==> src/rtl/snes_pad_responder_pkg.sv <==
// Shared types and helpers for the SNES/NES pad responder, plus the
// configuration package holding button indices and legal frame lengths.
package snes_pad_responder_pkg;

    localparam int BTN_W   = 12;
    localparam int LOAD_W  = 16;
    localparam int CNT_W   = 5;
    localparam int FILT_W  = 4;

    typedef enum logic [1:0] {
        ST_IDLE  = 2'd0,
        ST_LOAD  = 2'd1,
        ST_SHIFT = 2'd2
    } frame_state_e;

    // Serial line is active-low; the four slots past the buttons always read released.
    function automatic logic [LOAD_W-1:0] pad_load_word(input logic [BTN_W-1:0] buttons);
        return {{(LOAD_W - BTN_W){1'b1}}, ~buttons};
    endfunction

endpackage

package configPackage;

    localparam int BTN_B      = 0;
    localparam int BTN_Y      = 1;
    localparam int BTN_SELECT = 2;
    localparam int BTN_START  = 3;
    localparam int BTN_UP     = 4;
    localparam int BTN_DOWN   = 5;
    localparam int BTN_LEFT   = 6;
    localparam int BTN_RIGHT  = 7;
    localparam int BTN_A      = 8;
    localparam int BTN_X      = 9;
    localparam int BTN_L      = 10;
    localparam int BTN_R      = 11;

    localparam int PAD_BITS_SNES = 16;
    localparam int PAD_BITS_NES  = 8;

endpackage

==> src/rtl/snes_pad_responder_if.sv <==
// Console-side pad port: button inputs, the two console pins and status outputs.
interface snes_pad_responder_if;

    logic [snes_pad_responder_pkg::BTN_W-1:0] buttons;
    logic                                     joy_strb;
    logic                                     joy_clk;
    logic                                     joy_data;
    logic                                     polled;
    logic [snes_pad_responder_pkg::CNT_W-1:0] bit_cnt;
    logic                                     active;

    modport master (
        output buttons,
        output joy_strb,
        output joy_clk,
        input  joy_data,
        input  polled,
        input  bit_cnt,
        input  active
    );

    modport slave (
        input  buttons,
        input  joy_strb,
        input  joy_clk,
        output joy_data,
        output polled,
        output bit_cnt,
        output active
    );

endinterface

==> src/rtl/pad_input_sync.sv <==
// Synchronizes one asynchronous console pin, debounces it and flags accepted edges.
module pad_input_sync
    import snes_pad_responder_pkg::*;
#(
    parameter int   FILTER_CYCLES = 2,
    parameter logic IDLE_LEVEL    = 1'b0
) (
    input  logic clk,
    input  logic reset,
    input  logic pin_i,
    output logic level_o,
    output logic rise_o,
    output logic fall_o
);

    localparam logic [FILT_W-1:0] CNT_LAST = FILT_W'(FILTER_CYCLES - 1);

    logic              sync1_q;
    logic              sync2_q;
    logic              level_q;
    logic              level_d;
    logic              rise_q;
    logic              rise_d;
    logic              fall_q;
    logic              fall_d;
    logic [FILT_W-1:0] cnt_q;
    logic [FILT_W-1:0] cnt_d;

    // Two-flop synchronizer, parked at the pin's idle level so reset never fakes an edge.
    always_ff @(posedge clk or posedge reset) begin
        if (reset) begin
            sync1_q <= IDLE_LEVEL;
            sync2_q <= IDLE_LEVEL;
        end else begin
            sync1_q <= pin_i;
            sync2_q <= sync1_q;
        end
    end

    // A new level is taken once FILTER_CYCLES consecutive samples disagree with the current one.
    always_comb begin
        level_d = level_q;
        cnt_d   = cnt_q;
        rise_d  = 1'b0;
        fall_d  = 1'b0;
        if (sync2_q != level_q) begin
            if (cnt_q == CNT_LAST) begin
                level_d = sync2_q;
                cnt_d   = {FILT_W{1'b0}};
                rise_d  = sync2_q;
                fall_d  = ~sync2_q;
            end else begin
                cnt_d   = cnt_q + {{(FILT_W-1){1'b0}}, 1'b1};
            end
        end else begin
            cnt_d = {FILT_W{1'b0}};
        end
    end

    // Filter state and edge pulses, all aligned to the same clock edge.
    always_ff @(posedge clk or posedge reset) begin
        if (reset) begin
            level_q <= IDLE_LEVEL;
            cnt_q   <= {FILT_W{1'b0}};
            rise_q  <= 1'b0;
            fall_q  <= 1'b0;
        end else begin
            level_q <= level_d;
            cnt_q   <= cnt_d;
            rise_q  <= rise_d;
            fall_q  <= fall_d;
        end
    end

    assign level_o = level_q;
    assign rise_o  = rise_q;
    assign fall_o  = fall_q;

endmodule

==> src/rtl/snes_pad_responder.sv <==
// Emulates an SNES/NES controller: latches buttons on strobe, shifts them out
// on the console's clock, and tracks whether a host is still polling.
module snes_pad_responder
    import snes_pad_responder_pkg::*;
    import configPackage::*;
#(
    parameter int PAD_BITS       = PAD_BITS_SNES,
    parameter int FILTER_CYCLES  = 2,
    parameter int TIMEOUT_CYCLES = 2_000_000
) (
    input logic                 clk,
    input logic                 reset,
    snes_pad_responder_if.slave pad
);

    // Anything other than the NES length is treated as a full SNES frame.
    localparam int SR_BITS = (PAD_BITS == PAD_BITS_NES) ? PAD_BITS_NES : PAD_BITS_SNES;
    localparam logic [CNT_W-1:0] CNT_SAT  = CNT_W'(SR_BITS);
    localparam int               TMR_W    = $clog2(TIMEOUT_CYCLES + 1);
    localparam logic [TMR_W-1:0] TMR_LOAD = TMR_W'(TIMEOUT_CYCLES);
    localparam logic [TMR_W-1:0] TMR_ONE  = {{(TMR_W-1){1'b0}}, 1'b1};

    logic               strb_lvl_s;
    logic               strb_rise_s;
    logic               strb_fall_s;
    logic               jclk_lvl_s;
    logic               jclk_rise_s;
    logic               jclk_fall_s;
    logic               sync_unused_s;
    logic [SR_BITS-1:0] load_s;

    frame_state_e       state_q;
    frame_state_e       state_d;
    logic [SR_BITS-1:0] sr_q;
    logic [SR_BITS-1:0] sr_d;
    logic [CNT_W-1:0]   bit_cnt_q;
    logic [CNT_W-1:0]   bit_cnt_d;
    logic               polled_q;
    logic               polled_d;
    logic [TMR_W-1:0]   timer_q;
    logic [TMR_W-1:0]   timer_d;
    logic               active_q;
    logic               active_d;

    pad_input_sync #(
        .FILTER_CYCLES (FILTER_CYCLES),
        .IDLE_LEVEL    (1'b0)
    ) u_strb_sync (
        .clk     (clk),
        .reset   (reset),
        .pin_i   (pad.joy_strb),
        .level_o (strb_lvl_s),
        .rise_o  (strb_rise_s),
        .fall_o  (strb_fall_s)
    );

    pad_input_sync #(
        .FILTER_CYCLES (FILTER_CYCLES),
        .IDLE_LEVEL    (1'b1)
    ) u_jclk_sync (
        .clk     (clk),
        .reset   (reset),
        .pin_i   (pad.joy_clk),
        .level_o (jclk_lvl_s),
        .rise_o  (jclk_rise_s),
        .fall_o  (jclk_fall_s)
    );

    assign sync_unused_s = strb_rise_s ^ jclk_lvl_s ^ jclk_fall_s;

    if (SR_BITS == PAD_BITS_NES) begin : g_nes
        logic nes_unused_s;
        assign load_s       = ~pad.buttons[PAD_BITS_NES-1:0];
        assign nes_unused_s = ^pad.buttons[BTN_W-1:PAD_BITS_NES];
    end else begin : g_snes
        assign load_s = pad_load_word(pad.buttons);
    end

    // Frame sequencing: strobe reloads and wins over clock; IDLE ignores clocks until the first strobe.
    always_comb begin
        state_d   = state_q;
        sr_d      = sr_q;
        bit_cnt_d = bit_cnt_q;
        if (strb_lvl_s) begin
            state_d   = ST_LOAD;
            sr_d      = load_s;
            bit_cnt_d = {CNT_W{1'b0}};
        end else begin
            case (state_q)
                ST_IDLE: begin
                    state_d = ST_IDLE;
                end
                ST_LOAD, ST_SHIFT: begin
                    state_d = ST_SHIFT;
                    if (jclk_rise_s) begin
                        sr_d      = {1'b0, sr_q[SR_BITS-1:1]};
                        bit_cnt_d = (bit_cnt_q == CNT_SAT) ? bit_cnt_q : bit_cnt_q + 5'd1;
                    end else begin
                        sr_d      = sr_q;
                        bit_cnt_d = bit_cnt_q;
                    end
                end
                default: begin
                    state_d   = ST_IDLE;
                    sr_d      = {SR_BITS{1'b1}};
                    bit_cnt_d = {CNT_W{1'b0}};
                end
            endcase
        end
    end

    // Host-presence timer: reloads after each poll, active drops as it reaches zero.
    always_comb begin
        polled_d = strb_fall_s;
        timer_d  = timer_q;
        active_d = active_q;
        if (polled_q) begin
            timer_d  = TMR_LOAD;
            active_d = 1'b1;
        end else if (timer_q != {TMR_W{1'b0}}) begin
            timer_d  = timer_q - TMR_ONE;
            active_d = (timer_q != TMR_ONE);
        end else begin
            timer_d  = {TMR_W{1'b0}};
            active_d = 1'b0;
        end
    end

    // State registers; the shift register resets to all-released.
    always_ff @(posedge clk or posedge reset) begin
        if (reset) begin
            state_q   <= ST_IDLE;
            sr_q      <= {SR_BITS{1'b1}};
            bit_cnt_q <= {CNT_W{1'b0}};
            polled_q  <= 1'b0;
            timer_q   <= {TMR_W{1'b0}};
            active_q  <= 1'b0;
        end else begin
            state_q   <= state_d;
            sr_q      <= sr_d;
            bit_cnt_q <= bit_cnt_d;
            polled_q  <= polled_d;
            timer_q   <= timer_d;
            active_q  <= active_d;
        end
    end

    assign pad.joy_data = sr_q[0];
    assign pad.polled   = polled_q;
    assign pad.bit_cnt  = bit_cnt_q;
    assign pad.active   = active_q;

endmodule

==> src/flat_wrapper.sv <==
// flat-port wrapper written by rule: the top's interface ports become plain ports
module snes_pad_responder_flat import snes_pad_responder_pkg::*; import configPackage::*;
#(
    parameter int PAD_BITS       = PAD_BITS_SNES,
    parameter int FILTER_CYCLES  = 2,
    parameter int TIMEOUT_CYCLES = 2_000_000
)
  (clk, reset, pad_buttons, pad_joy_strb, pad_joy_clk, pad_joy_data, pad_polled, pad_bit_cnt, pad_active);
  snes_pad_responder_if pad_i ();
  input logic clk;
  input logic reset;
  input wire logic [$bits(pad_i.buttons)-1:0] pad_buttons;
  input wire logic [$bits(pad_i.joy_strb)-1:0] pad_joy_strb;
  input wire logic [$bits(pad_i.joy_clk)-1:0] pad_joy_clk;
  output wire logic [$bits(pad_i.joy_data)-1:0] pad_joy_data;
  output wire logic [$bits(pad_i.polled)-1:0] pad_polled;
  output wire logic [$bits(pad_i.bit_cnt)-1:0] pad_bit_cnt;
  output wire logic [$bits(pad_i.active)-1:0] pad_active;
  assign pad_i.buttons = pad_buttons;
  assign pad_i.joy_strb = pad_joy_strb;
  assign pad_i.joy_clk = pad_joy_clk;
  assign pad_joy_data = pad_i.joy_data;
  assign pad_polled = pad_i.polled;
  assign pad_bit_cnt = pad_i.bit_cnt;
  assign pad_active = pad_i.active;
  snes_pad_responder #(.PAD_BITS(PAD_BITS), .FILTER_CYCLES(FILTER_CYCLES), .TIMEOUT_CYCLES(TIMEOUT_CYCLES)) u_core (.clk(clk), .reset(reset), .pad(pad_i));
endmodule
==> config.mk <==
export PLATFORM = sky130hd
export DESIGN_NAME = snes_pad_responder_flat
export DESIGN_NICKNAME = d
export VERILOG_FILES = /design/src/rtl/snes_pad_responder_pkg.sv /design/src/rtl/snes_pad_responder_if.sv /design/src/rtl/pad_input_sync.sv /design/src/rtl/snes_pad_responder.sv /design/src/flat_wrapper.sv
export SDC_FILE = /design/constraint.sdc
export NUM_CORES = 1
export LEC_CHECK = 0
export BUFFER_PORTS_ARGS = -buffer_cell sky130_fd_sc_hd__buf_2
export CAP_MARGIN = 15
export CORE_MARGIN = 2
export CORE_UTILIZATION = 30
export DETAILED_ROUTE_END_ITERATION = 12
export GPL_ROUTABILITY_DRIVEN = 0
export RECOVER_POWER = 100
export SLEW_MARGIN = 20
export SYNTH_ARGS = -nofsm -noshare
export SYNTH_HDL_FRONTEND = slang
export SYNTH_SLANG_ARGS = --single-unit
==> constraint.sdc <==
create_clock -name clk -period 3.1 [get_ports clk]
set_input_delay 0.62 -clock clk [delete_from_list [all_inputs] [get_ports clk]]
set_output_delay 0.62 -clock clk [all_outputs]
set_load 0.05 [all_outputs]
[Word level (Yosys, flattened, before mapping)]
Cells that the tools add are included.
Operators by class
  add/subtract/negate cells: 4
  multiply operators: 0
  divide/modulo/power cells: 0
  magnitude comparators: 0
  eq/ne operators: 11
  shift operators: 0
  mux-type cells: 21
  bitwise gates (word level): 2
  reduce and logical (&&, ||, !) cells: 7
Operators with widths (number)
  2-to-1 mux 21 bit: 2
  2-to-1 mux 16 bit: 2
  case mux 16 bit (2 select lines): 1
  inequality test 21 x 1 -> 1 bit, second input constant: 1
  nonzero test 21 bit: 1
  subtractor 21 x 1 -> 21 bit, second input constant: 1
  2-to-1 mux 4 bit: 4
  2-to-1 mux 5 bit: 3
  inverter 12 bit: 1
  case mux 5 bit (2 select lines): 1
  adder 4 x 1 -> 4 bit, second input constant: 2
  equality test 4 x 1 -> 1 bit, second input constant: 2
  2-to-1 mux 1 bit: 6
  inequality test 3 bit, second input constant: 2
  AND reduction 2 bit: 3
  adder 5 x 1 -> 5 bit, second input constant: 1
  equality test 5 bit, second input constant: 1
  2-to-1 mux 2 bit: 2
  AND reduction 3 bit: 1
  equality test 2 x 1 -> 1 bit, second input constant: 1
  equality test 2 bit, second input constant: 1
  zero test 2 bit: 1
  inequality test 1 bit: 2
  inequality test 2 bit, second input constant: 1
  other kinds (2): 2
Word-level totals
  register bits: 62
  bits in latches: 0
  memory bits (writable): 0
  ROM bits: 0
  bits of input ports: 16
  output and inout port bits: 8
  word-level logic and storage cells: 61
  memories kept: 0

[Logic depth before layout (Yosys ltp)]
Gate-level depths: netlist of run 1.
  depth in word-level cells: 5
  mapped depth: 8
  gate-level depth less buffers: 7

[Modules after synthesis]
A second synthesis of run 1 with hierarchy kept.
Second synthesis, totals
  cells, all modules: 284
  area total of the unflattened synthesis: 2985.4 um^2
Modules (own cells, without submodules)
  snes_pad_responder: times used 1, cells an instance 230, area an instance 2275.9 um^2, sequential area each 1171.1 um^2
  pad_input_sync (u_core.u_jclk_sync): times used 1, cells an instance 27, area an instance 356.6 um^2, sequential area each 229.0 um^2
  pad_input_sync (u_core.u_strb_sync): times used 1, cells an instance 27, area an instance 352.8 um^2, sequential area each 225.2 um^2

[Worst setup path before layout of run 1]
No wires, ideal clock.
  path kind: reg-to-reg
  start: register u_core.timer_q[10]
  end: register u_core.timer_q[6]
  setup time: 0.119 ns
  arrival: 2.121 ns
  required time: 2.981 ns
  slack: 0.860 ns
  stages on the path, launching flop included: 9
  buffers on the path: 3
  clock period less this slack: 2.240 ns
  cells stage by stage: dfrtp_1 -> or4_4 -> or3_1 -> buf_6 -> nor4_4 -> or2_1 -> buf_6 -> buf_12 -> nor2_2
Between the ends
  longest elaborated chain between the ends: 3
Ends and longest elaborated chain
  start: declaration: RTL line snes_pad_responder.sv:40  | logic [TMR_W-1:0] timer_q;
  start signal: assignment: RTL line snes_pad_responder.sv:136  | timer_q <= {TMR_W{1'b0}};
  start signal: assignment: RTL line snes_pad_responder.sv:143  | timer_q <= timer_d;
  nonzero test 21 bit: RTL line snes_pad_responder.sv:120  | end else if (timer_q != {TMR_W{1'b0}}) begin
  2-to-1 mux 21 bit: RTL line snes_pad_responder.sv:120
  2-to-1 mux 21 bit: RTL line snes_pad_responder.sv:117  | if (polled_q) begin
  via u_core.timer_d[6]: RTL line snes_pad_responder.sv:41  | logic [TMR_W-1:0] timer_d;
The timed path passes the listed nets, and every way through them passes these cells.
A chain may end at the register's enable or synchronous reset.

[Worst setup path in the final report of run 1]
  start: register u_core.timer_q[10]
  end: register u_core.timer_q[5]
The elaborated chain is that of the path after synthesis.

==> key figures, run 1 <==
STA
  – Hold Violations, Final: 0
  – Clk_skew: roughly 0.0044 ns
  – Worst slew pin tran: 1.45 ns
  – Fmax: between 300 and 400 MHz
  – Slew HR: 0.0307
  – Setup TNS Final: 0 ns
  – Post-layout min period: between 2 and 3 ns
  – Tcrit/Tclk final: 0.840
  – RSZ-0062 raised after global routing: no
  – Slew Limit Fails: 0
  – Final setup violation count: 0

Yosys
  – Synth area leaders: dfrtp_1 38%, dfstp_2 18%, xnor2_1 5.0%
  – Mapped Cells: 245
  – Post-synthesis mux area share: 0.00802
  – Synth warn: 0
  – Post-synthesis register bit count: 62
  – Post-synth EDFFs: 0
  – Syn nets: roughly 270
  – Post-synthesis sequential area ratio: 0.561
  – Post-synth top area cell: dfrtp_1
  – Xor and xnor area share after synthesis: 0.0780
  – Adder-cell share of the synthesized area: 0.0445
  – Largest family of logic cells by synthesized area: simple AND/OR/NAND/NOR gates
  – Avg Inst Size Synth: roughly 11 sq um
  – Prevailing post-synth register cell: dfrtp_1
  – Top-area cell type share of the netlist area: 0.383
  – Post-Syn Area: 2810 sq um
  – Yosys cell types: 34
  – Simple-Gate Fraction of Synth Area: 0.181
  – Synth Area in Compound Gates: 0.0927
  – Synth async-reset ratio: 1.00

Layout
  – Area Overhead vs Synth: 13.4%
  – Share of cells above drive strength 1: 0.269
  – Final #Nets: 300
  – Commonest non-fill, non-tap cells in the layout: 43 x dfrtp_1, 28 x nand2_1, 26 x nor2_1
  – Commonest non-fill, non-tap cell in the layout: dfrtp_1
  – Final Cell Area: between 3000 and 4000 sq um
  – ANT cells: 0
  – Non-Filler Instances: about 400

Worst setup path
  – RR Startpoint: u_core.timer_q[10]
  – Worst-path cell chain: or4_1 > or3_1 > nor4_4 > or2_1 > clkbuf_2 > nor2_1
  – Crit end category: register
  – Worst R2R End: u_core.timer_q[5]
  – Flop-to-flop setup slack: 0.50 ns
  – Startpoint type of the worst setup path: register
  – Setup Crit Path Kind: reg2reg
  – CP startpoint: u_core.timer_q[10]
  – Crit path DAT: roughly 2.8 ns
  – CP peak stage delay: approximately 0.57 ns
  – CP required: 3.30 ns
  – Worst reg-to-reg path cell count: 6
  – Max FO, Critical Path: 14
  – Crit-path slowest cell: or4_1

Placed design
  – IO buf count: 23
  – Cells after DPL: 374
  – Placed cell areas: 3020 sq um
  – Hpwl dp: 3130 um

Drt
  – Final antenna-violating net count: 0
  – Via-to-Cell Ratio: 4.69
  – Via count: 1831
  – Drt total wl: 4640 um
  – WL per Instance: ~12 um
  – DRC errors left: 0
  – 1st-iter DRT viols: 43
  – 1st-pass router iterations: 4

Clock network
  – Resized Gates After CTS: 0
  – TritonCTS clock tree: yes
  – H-tree levels: 3
  – Root buffer cell: clkbuf_8
  – Worst-path clk slew: about 0.060 ns
  – Inserted Clock Buffers: 9
  – Hold Buf Count CTS: 0
  – Clk_lat worst skew: 0.33 ns
  – CTS max path bufs: 2
  – Postcts setup bufs: 0
  – Num Clock Sinks: slightly above 60

Min path
  – Hold_sp: u_core.u_strb_sync.sync1_q
  – Worst Hold Class: reg2reg
  – Hold endpoint: u_core.u_strb_sync.sync2_q
  – Worst hold stages: 0

Power and ir drop
  – Total Power: approximately 0.0029 W
  – Pwr/cell area: ~910 nW/um^2
  – VDD IR max: 328 uV
  – Pleak: 1.33 nW

Die
  – # IOs: 24
  – Die H: 101 um
  – Starting Density: 0.307
  – Die X: 101 um
  – Std-Cell Core Area: 9150 sq um
  – Rows: 35
  – Die area: 10200 sq um

Global route
  – Overflow after GRT: 0
  – First-pass GRT wire length: 8390 um
  – GRT Total Usage: 0.105
  – Initial antenna violation count: 0
  – Vias in the first global route: 1825
  – Largest net degree at the start of global routing: 63

Job
  – Maxcap violations: 0

Status
  – Run status: complete, no violations
[state kept, by name (all words and copies together) (netlist names)]
| name | flops |
|---|---|
| u_core.pad.bit_cnt | 5 |
| u_core.sr_q | 16 |
| u_core.state_q | 2 |
| u_core.u_jclk_sync.sync1_q | 1 |
| u_core.u_jclk_sync.cnt_q | 4 |
| u_core.timer_q | 21 |
| u_core.u_jclk_sync.rise_o | 1 |
| u_core.u_strb_sync.cnt_q | 4 |
| u_core.u_strb_sync.sync1_q | 1 |
| u_core.u_strb_sync.sync2_q | 1 |
| u_core.pad.active | 1 |
| u_core.pad.polled | 1 |
| u_core.u_strb_sync.level_o | 1 |
| u_core.u_strb_sync.fall_o | 1 |
| u_core.u_jclk_sync.sync2_q | 1 |
| u_core.u_jclk_sync.level_o | 1 |
[through the flow]
| step | utilization | hold WS, ns | worst slack, ns |
|---|---|---|---|
| after floorplan | - | 0.331 | 0.860 |
| after global placement | 0.330 | 0.335 | 0.722 |
| after detailed placement | 0.330 | 0.335 | 0.647 |
| after CTS | 0.351 | 0.354 | 0.635 |
| after global routing | 0.348 | 0.355 | 0.321 |
| final | 0.348 | 0.349 | 0.497 |
[how the worst max path moves through the flow]
stage | slack, ns | end
floorplan | 0.86 | u_core.timer_q[6]
global placement | 0.72 | u_core.timer_q[3]
detailed placement | 0.65 | u_core.timer_q[3]
CTS | 0.63 | u_core.timer_q[3]
global route | 0.32 | u_core.timer_q[8]
finish | 0.50 | u_core.timer_q[5]
[synth_stat cells (2+ instances only)]
cell type and number:
nand2_1 28, nor3_1 9, ha_1 10, nand4_1 3
nor4_1 2, o221a_2 12, or3_1 3, nor2_2 10
o21bai_1 9, or4_1 2, nor3b_1 2, nor2b_1 2
nand4b_1 3, inv_1 10, buf_6 2, a21oi_1 3
mux2_2 2, nor2_1 25, clkbuf_1 5, o22a_1 3
nand3_1 4, dfstp_2 19, dfrtp_1 43, xor2_1 9
xnor2_1 16
[critical path: cells and delay by family, from the launching register on]
| kind | cells | cell delay [ns] |
|---|---|---|
| and+or+nand+nor | 5 | 1.74 |
| DFF | 1 | 0.40 |
| buffers and inverters | 1 | 0.34 |
[kinds of logic after synthesis]
family          count (synthesis)
simple gates                   99
flops                          62
compound gates                 29
xor+xnor                       25
buf+inv                        18
fa+ha+maj                      10
mux                             2
[report_power, final]
part | switching, W | internal [W] | leakage (nW)
clock network | 0.000294 | 0.000353 | 0.0954
registers | 0.000238 | 0.00114 | 0.736
logic | 0.000478 | 0.000391 | 0.499
total | 0.00101 | 0.00188 | 1.33
[routing by layer]
layer / wire, um / global-route usage / up-vias
met5: 0 / 0 / -
met4: 56 / 0.0337 / 0
met3: 237 / 0.0506 / 8
met2: 2110 / 0.161 / 25
met1: 2230 / 0.130 / 895
li1: - / - / 903
[layout make-up]
cell class              count  area (sq um)
inverters                  10          37.5
well taps                 111           139
clock buffers              13           169
repair buffers             26           119
flip-flops and latches     62          1580
fillers                   914          5970
multi-input cells         165          1130
clock inverters             3          17.5
(Power assumes the default switching activity.)
==> run 2: changes to the inputs <==
Clock period 3.1 ns to 2.7 ns, I/O delays scaled along.
==> run 2 against run 1 <==
  * The flow now finishes with violations (capacitance limit, slew limit)
  * Core utilization down 0.12 points
  * Global-route usage is 0.49 points higher
  * Critical path type unchanged
  * Combinational power increased by 20%
  * Register-to-register slack got worse by 0.11 ns
  * Total power up 16%
==> key figures, run 2 (synthesis results as in run 1) <==
STA
  – Slew HR: -0.00547 (-0.0362)
  – Worst slew pin tran: 1.51 ns (+0.0543 ns)
  – Hold Violations, Final: 0 (unchanged)
  – Final setup violation count: 0 (unchanged)
  – Post-layout min period: 2.31 ns (-0.295 ns)
  – Clk_skew: 0.00663 ns (+0.00220 ns)
  – Tcrit/Tclk final: 0.855 (+0.0152)
  – RSZ-0062 raised after global routing: no
  – Slew Limit Fails: 63 (+63)
  – Setup TNS Final: 0 ns (unchanged)
  – Fmax: 433 MHz (+13%)

Worst setup path
  – RR Startpoint: u_core.timer_q[10]
  – Worst reg-to-reg path cell count: 5 (-1)
  – Setup Crit Path Kind: reg2reg
  – Worst R2R End: u_core.timer_q[18]
  – Startpoint type of the worst setup path: register
  – Crit end category: register
  – Flop-to-flop setup slack: 0.39 ns (-0.11 ns)
  – CP required: 2.91 ns (-0.39 ns)
  – Crit path DAT: 2.52 ns (-0.29 ns)
  – Max FO, Critical Path: 9 (-5)

Clock network
  – TritonCTS clock tree: yes
  – Hold Buf Count CTS: 0 (unchanged)
  – Clk_lat worst skew: 0.33 ns (about the same)
  – CTS max path bufs: 2 (unchanged)
  – Num Clock Sinks: 62 (unchanged)
  – H-tree levels: 3 (unchanged)
  – Root buffer cell: clkbuf_8
  – Resized Gates After CTS: 0 (unchanged)
  – Postcts setup bufs: 0 (unchanged)
  – Inserted Clock Buffers: 9 (unchanged)
  – Worst-path clk slew: 0.07 ns (about the same)

Die
  – Die area: 10200 sq um (unchanged)
  – # IOs: 24 (unchanged)
  – Die X: 101 um (unchanged)
  – Std-Cell Core Area: 9150 sq um (unchanged)
  – Die H: 101 um (unchanged)
  – Rows: 35 (unchanged)
  – Starting Density: 0.307 (unchanged)

Drt
  – Routed wl met2: 2200 um (+4.3%)
  – 1st-pass router iterations: 4 (unchanged)
  – Via count: 1842 (+0.60%)
  – Via-to-Cell Ratio: 4.69 (-0.17%)
  – Drt total wl: 4810 um (+3.7%)
  – Final antenna-violating net count: 0 (unchanged)
  – DRC errors left: 0 (unchanged)
  – 1st-iter DRT viols: 65 (+51%)
  – M1 WL: 2350 um (+5.7%)
  – Max Used Layer: met4
  – Met3 WL: 181 um (-24%)
  – WL per Instance: 12.2 um (+2.9%)

Layout
  – Number of flip-flops in the largest register: 21 (unchanged)
  – Fill count: 920 (+0.66%)
  – Final #Nets: 303 (+1.0%)
  – Commonest non-fill, non-tap cells in the layout: 43 x dfrtp_1, 31 x nor2_1, 28 x nand2_1
  – Share of cells above drive strength 1: 0.248 (-0.0206)
  – ANT cells: 0 (unchanged)
  – Register with the most flip-flops: u_core.timer_q
  – Commonest non-fill, non-tap cell in the layout: dfrtp_1
  – Non-Filler Instances: 393 (+0.77%)
  – Area Overhead vs Synth: 13.0%

Job
  – Maxcap violations: 1 (+1)

Power and ir drop
  – VDD IR max: 467 uV (+42%)
  – Pwr/cell area: 1050 nW/um^2 (+16%)
  – Pleak: 1.33 nW (-0.35%)

Global route
  – First-pass GRT wire length: 8780 um (+4.6%)
  – Initial antenna violation count: 0 (unchanged)
  – Largest net degree at the start of global routing: 63 (unchanged)
  – GRT Total Usage: 0.110 (+0.00490)
  – Overflow after GRT: 0 (unchanged)
  – Vias in the first global route: 1892 (+3.7%)

Placed design
  – Hpwl dp: 3210 um (+2.8%)
  – IO buf count: 23 (unchanged)
  – Cells after DPL: 377 (+0.80%)

Min path
  – Hold endpoint: u_core.u_jclk_sync.sync1_q
  – Hold_sp: pad_joy_clk
  – Worst hold stages: 1 (+1)
  – Worst Hold Class: in2reg

Status
  – Failing checks: capacitance limit, slew limit
  – Run status: finished with violations
[run 2: cell count changes in the layout (fill, tap and decap cells not counted), moves of 2 or more]
cell / previous run / this run
clkbuf_1: 10 / 12
clkinv_2: 2 / 4
nor2_1: 26 / 31
nor2_2: 9 / 4
clkbuf_8: 12 / 9
buf_4: 0 / 3
[run 2: cell type report]
cell class                 count  area, sq um  area share
clock buffer                  11          131      0.0414
inverter                      10         37.5      0.0118
clock inverter                 5         50.0      0.0158
sequential                    62         1580       0.496
multi-input combinational    165         1100       0.347
timing repair buffer          29          140      0.0441
tap                          111          139      0.0438
[run 2: worst max path at each step]
stage,end,startpoint,cells past startpoint
after floorplan,u_core.timer_q[6],u_core.timer_q[10],8
after global placement,u_core.timer_q[20],u_core.timer_q[10],5
after detailed placement,u_core.timer_q[20],u_core.timer_q[10],5
after CTS,u_core.timer_q[20],u_core.timer_q[10],5
after global routing,u_core.timer_q[18],u_core.timer_q[9],5
final,u_core.timer_q[18],u_core.timer_q[10],5
[run 2: routing by layer]
metal,track usage,vias up
li1,-,903
met1,0.146,906
met2,0.161,26
met3,0.0333,7
met4,0.0569,0
met5,0,-
[run 2: metrics by stage]
stage	cell area (sq um)	util	hold WS (ns)	setup slack [ns]	total power, W
2_1_floorplan	2810	-	0.331	0.460	0.00242
3_3_place_gp	3050	0.333	0.333	0.485	0.00262
3_5_place_dp	3050	0.333	0.335	0.461	0.00265
4_1_cts	3230	0.353	0.290	0.450	0.00344
5_1_grt	3170	0.347	0.285	0.169	0.00363
6_report	3170	0.347	0.308	0.392	0.00335
[run 2: report_power, final]
| part | switching (W) | leakage [nW] | internal [W] | total [W] |
|---|---|---|---|---|
| Combinational | 0.000577 | 0.493 | 0.000463 | 0.00104 |
| Sequential | 0.000235 | 0.736 | 0.00131 | 0.00155 |
| Clock | 0.000340 | 0.0968 | 0.000420 | 0.000761 |
| Total | 0.00115 | 1.33 | 0.00219 | 0.00335 |
[run 2: critical path: stages, from the launching register on]
cell	delay [ns]
dfrtp_1	0.40
or4_1	0.56
or3_1	0.47
nor4_1	0.32
clkbuf_1	0.31
o21bai_1	0.13
